$ cat src/rtl/axis_pkt_stim_gen.sv
`default_nettype none
// ============================================================================
// Module   : axis_pkt_stim_gen
// Brief    : AXI-Stream packet generator with incrementing payload, gaps and
//            stop/done control.
// Revision : 1.0 - initial release
// ============================================================================
module axis_pkt_stim_gen #(
    parameter int DSIZE = 8,
    parameter int LSIZE = 16
) (
    input  logic             clk_i,
    input  logic             rst_i,
    input  logic             start_i,
    input  logic             stop_i,
    input  logic [LSIZE-1:0] pkt_len_i,
    input  logic [LSIZE-1:0] pkt_num_i,
    input  logic [7:0]       gap_len_i,
    input  logic [DSIZE-1:0] seed_i,
    output logic [DSIZE-1:0] axis_tdata_o,
    output logic             axis_tvalid_o,
    input  logic             axis_tready_i,
    output logic             axis_tlast_o,
    output logic             busy_o,
    output logic             done_o,
    output logic [LSIZE-1:0] pkt_cnt_o
);

    typedef enum logic [1:0] {
        S_IDLE = 2'd0,
        S_SEND = 2'd1,
        S_GAP  = 2'd2,
        S_FIN  = 2'd3
    } state_t;

    state_t           state_q, state_d;
    logic [LSIZE-1:0] len_q,   len_d;
    logic [LSIZE-1:0] num_q,   num_d;
    logic [7:0]       gap_q,   gap_d;
    logic [7:0]       gcnt_q,  gcnt_d;
    logic [LSIZE-1:0] beat_q,  beat_d;
    logic [LSIZE-1:0] cnt_q,   cnt_d;
    logic [DSIZE-1:0] data_q,  data_d;
    logic             pend_q,  pend_d;

    logic             w_hs;
    logic             w_last_beat;
    logic             w_stop;
    logic [LSIZE-1:0] w_cnt_inc;

    assign w_hs        = (state_q == S_SEND) && axis_tready_i;
    assign w_last_beat = (beat_q == (len_q - LSIZE'(1)));
    // A stop arriving in the very cycle of a decision counts as pending.
    assign w_stop      = pend_q | stop_i;
    assign w_cnt_inc   = cnt_q + LSIZE'(1);

    always_comb begin
        state_d = state_q;
        len_d   = len_q;
        num_d   = num_q;
        gap_d   = gap_q;
        gcnt_d  = gcnt_q;
        beat_d  = beat_q;
        cnt_d   = cnt_q;
        data_d  = data_q;
        pend_d  = pend_q;
        case (state_q)
            S_IDLE: begin
                if (start_i) begin
                    len_d   = (pkt_len_i == '0) ? LSIZE'(1) : pkt_len_i;
                    num_d   = pkt_num_i;
                    gap_d   = gap_len_i;
                    data_d  = seed_i;
                    cnt_d   = '0;
                    beat_d  = '0;
                    pend_d  = 1'b0;
                    state_d = S_SEND;
                end
            end
            S_SEND: begin
                pend_d = w_stop;
                if (w_hs) begin
                    data_d = data_q + DSIZE'(1);
                    if (w_last_beat) begin
                        beat_d = '0;
                        cnt_d  = w_cnt_inc;
                        if (((num_q != '0) && (w_cnt_inc == num_q)) || w_stop) begin
                            state_d = S_FIN;
                        end else if (gap_q != 8'd0) begin
                            gcnt_d  = 8'd1;
                            state_d = S_GAP;
                        end
                    end else begin
                        beat_d = beat_q + LSIZE'(1);
                    end
                end
            end
            S_GAP: begin
                pend_d = w_stop;
                if (gcnt_q == gap_q) begin
                    state_d = w_stop ? S_FIN : S_SEND;
                end else begin
                    gcnt_d = gcnt_q + 8'd1;
                end
            end
            S_FIN: begin
                pend_d  = 1'b0;
                state_d = S_IDLE;
            end
            default: state_d = S_IDLE;
        endcase
    end

    always_ff @(posedge clk_i) begin
        if (rst_i) begin
            state_q <= S_IDLE;
            len_q   <= LSIZE'(1);
            num_q   <= '0;
            gap_q   <= '0;
            gcnt_q  <= '0;
            beat_q  <= '0;
            cnt_q   <= '0;
            data_q  <= '0;
            pend_q  <= 1'b0;
        end else begin
            state_q <= state_d;
            len_q   <= len_d;
            num_q   <= num_d;
            gap_q   <= gap_d;
            gcnt_q  <= gcnt_d;
            beat_q  <= beat_d;
            cnt_q   <= cnt_d;
            data_q  <= data_d;
            pend_q  <= pend_d;
        end
    end

    // Outputs decode registered state only; no input reaches an output.
    assign axis_tdata_o  = data_q;
    assign axis_tvalid_o = (state_q == S_SEND);
    assign axis_tlast_o  = (state_q == S_SEND) && w_last_beat;
    assign busy_o        = (state_q != S_IDLE);
    assign done_o        = (state_q == S_FIN);
    assign pkt_cnt_o     = cnt_q;

endmodule
`default_nettype wire

$ cat config.mk
export PLATFORM = sky130hd
export DESIGN_NAME = axis_pkt_stim_gen
export DESIGN_NICKNAME = d
export VERILOG_FILES = /design/src/rtl/axis_pkt_stim_gen.sv
export SDC_FILE = /design/constraint.sdc
export NUM_CORES = 1
export LEC_CHECK = 0
export ABC_AREA = 1
export BUFFER_PORTS_ARGS = -buffer_cell sky130_fd_sc_hd__buf_4
export CAP_MARGIN = 0
export CORE_MARGIN = 2
export CORE_UTILIZATION = 45
export DETAILED_ROUTE_END_ITERATION = 16
export GPL_ROUTABILITY_DRIVEN = 0
export PLACE_DENSITY = 0.65
export SLEW_MARGIN = 5
export SYNTH_ARGS = -nofsm -noshare
export SYNTH_HDL_FRONTEND = slang
export SYNTH_SLANG_ARGS = --single-unit
export TNS_END_PERCENT = 1
$ cat constraint.sdc
create_clock -name clk_i -period 3.15 [get_ports clk_i]
set_input_delay 0.315 -clock clk_i [delete_from_list [all_inputs] [get_ports clk_i]]
set_output_delay 0.315 -clock clk_i [all_outputs]
set_load 0.01 [all_outputs]
==> summary.txt <==
total gr overflow = 0
Post-CTS Hold Fix Bufs = 0
final setup vio count = 0
critical register-to-register path endpoint = pkt_cnt_o[11]
drt pass-1 iters = 5
Core Rows = 40
final setup TNS = 0 ps
CTS root buffer = clkbuf_16
Peak VDD IR = 0.000541 V
EDFF count, synth = 0
Synth Instances = 847
Clock transition at path regs = 60 ps
fin crit share = 88.6%
initial antenna violation count = 0
syn_area_per_cell = 6.50 um2
CP Cell Sequence = inv_1 > ha_1 > nand2_1 > inv_1 > a211oi_1 > a21boi_0 > o2111ai_1 > nor2_1 > nand3_1 > nor4_2 > buf_4
area of the multi-input gates = 3190 um2
hpwl dp = 11,100 um
ys flop type = dfxtp_1
Die Wd = 115 um
Slowest-stage cell, CP = dfxtp_1
net count after synthesis = 910
max incr delay on CP = 350 ps
final WL = 14,700 um
synthesized area = 5500 um2
most common cell after layout, fill and taps aside = nand2_1
largest net degree at the start of global routing = 71
nets@finish = 982
vias in the first global route = 5,221
IO Count = 81
Placed Instances = 1,055
Power, Total = 4.61 mW
critical path arrival = 2470 ps
crit path to = axis_tlast_o
Starting Density = 46.0%
Worst Hold Depth = 3
Worst Path Buf+Inv = 3
reg2reg start = len_q[0]
post-layout worst setup margin = 360 ps
most frequent cells in the layout = nand2_1, nor2_1, inv_1, dfxtp_1, buf_4
CP Launch Type = register
RSZ-0062 raised after global routing = no
Max Fclk = 358 MHz
final core occ = 54.4%
total CTS buffers = 9
# Post-CTS Setup Buffers = 0
power per cell area = 708 nW/um2
Sink Count = 91
Die ar. = 13,100 um2
GRT Overall Usage = 23.3%
Unique masters post-synth = 42
Fill cells = 1,201
Worst Setup End Kind = primary output
Period minus WS final = 2790 ps
Layout Cells excl Fill = 1,071
Tightest Pin Transition = 674 ps
Seq. cell area = 1820 um2
CTS tree = done
Port Buffers = 80
Via density = 5.24
most frequent CP cell = inv_1
status = finished, final reports clean
first-pass GRT wire length = 24,600 um
Setup crit start = len_q[0]
Vias = 5,609
CORE AREA = 12,000 um2
R2R Setup Slk = 600 ps
antenna cells = 0
clk buf depth = 2
Hold/Removal Path Class = input pin to register
final hold violation count = 0
Die H = 115 um
Rel. slew slack = 55.0%
Required @ worst endpoint = 2830 ps
worst setup path class = register to primary output
layout cells sized above 1 = 15.0%
Iter 0 DRT Violations = 348
worst skew pair latency = 350 ps
WP depth = 11
Max-Cap Viols = 0
Clock Skew = 9.42 ps
Place WS = 624 ps
Slew Limit Fails = 0
detailed-route DRC error count = 0
Pleak = 2.78 nW
post-CTS sizing = 0
Layout area overhead = 18.3%
sequential area share after synthesis = 33.1%
crit-path max FO = 6
warning count from the yosys run = 0
H-Tree Depth = 3
Routed Antenna Nets = 0
WL per Instance = 13.7 um
R2R depth = 13
asr flop ratio synth = 0%
Yosys reg bits = 91
kind of cell adding the most delay to the critical path = compound AO/OA/AOI/OAI gates
==> kinds of logic (layout without fill, tap and decap cells) <==
group / Yosys count / count (layout) / share of synthesized area [%]
buffers and inverters: 126 / 203 / 9.16
AND/OR/NAND/NOR: 451 / 451 / 36.3
adder cells (fa/ha/maj): 10 / 10 / 2.27
AO/OA/AOI/OAI: 143 / 143 / 15.0
flip-flops: 91 / 91 / 33.1
XOR/XNOR: 26 / 26 / 4.14
==> cell usage after synthesis (7+ instances only) <==
cell type | instances | area, um2
a211oi_1 | 13 | 97.6
dfxtp_1 | 91 | 1820
o22ai_1 | 7 | 43.8
o21ai_0 | 51 | 255
xnor2_1 | 9 | 78.8
nand4_1 | 20 | 125
clkbuf_1 | 18 | 67.6
nor2_1 | 109 | 409
nand2_1 | 216 | 811
nor2_2 | 11 | 68.8
xor2_1 | 17 | 149
ha_1 | 10 | 125
inv_1 | 100 | 375
nor4_1 | 10 | 62.6
a21oi_1 | 47 | 235
nor3_1 | 8 | 40.0
nand3_1 | 52 | 260
==> tightest hold or removal path: stages <==
cell and delay, ps:
buf_4 80, a211oi_1 50, nor2_1 70
==> through the flow <==
stage | hold slack, ps | cell area, um2
after floorplan | 456 | 5500
after global placement | 472 | 6220
after detailed placement | 480 | 6220
after CTS | 195 | 6510
after global routing | 224 | 6510
final | 198 | 6510
==> area by class of cell <==
| class | count | area share (%) |
|---|---|---|
| multi-input cells | 630 | 48.9 |
| flip-flops and latches | 91 | 28.0 |
| repair buffers | 86 | 9.91 |
| inverters | 101 | 5.90 |
| clock buffers | 12 | 4.09 |
| well taps | 147 | 2.82 |
| clock inverters | 4 | 0.365 |
==> worst min-delay path by stage <==
stage / from / end / slack, ps
floorplan: gap_q[6] / gap_q[6] / 460
global placement: axis_tdata_o[6] / axis_tdata_o[6] / 470
detailed placement: axis_tdata_o[6] / axis_tdata_o[6] / 480
CTS: seed_i[0] / axis_tdata_o[0] / 190
global route: pkt_len_i[11] / len_q[11] / 220
finish: seed_i[0] / axis_tdata_o[0] / 200
==> report_power, final <==
group	switching [mW]	internal, mW	leakage, nW
clock network	0.464	0.597	0.148
logic	1.25	0.696	1.88
registers	0.221	1.38	0.746
total	1.94	2.67	2.78
==> sequential cells by signal, indices dropped and copies added, names as in the netlist <==
signal	cells
num_q	16
pkt_cnt_o	16
state_q	2
axis_tdata_o	8
pend_q	1
beat_q	16
len_q	16
gcnt_q	8
gap_q	8
==> metal layers <==
metal	GRT usage (%)	part of all wire, %
met1	32.0	48
met2	36.4	45
met3	4.24	5.4
met4	8.70	1.7
met5	0	0
No activity file was read; power rests on OpenSTA's default activity.
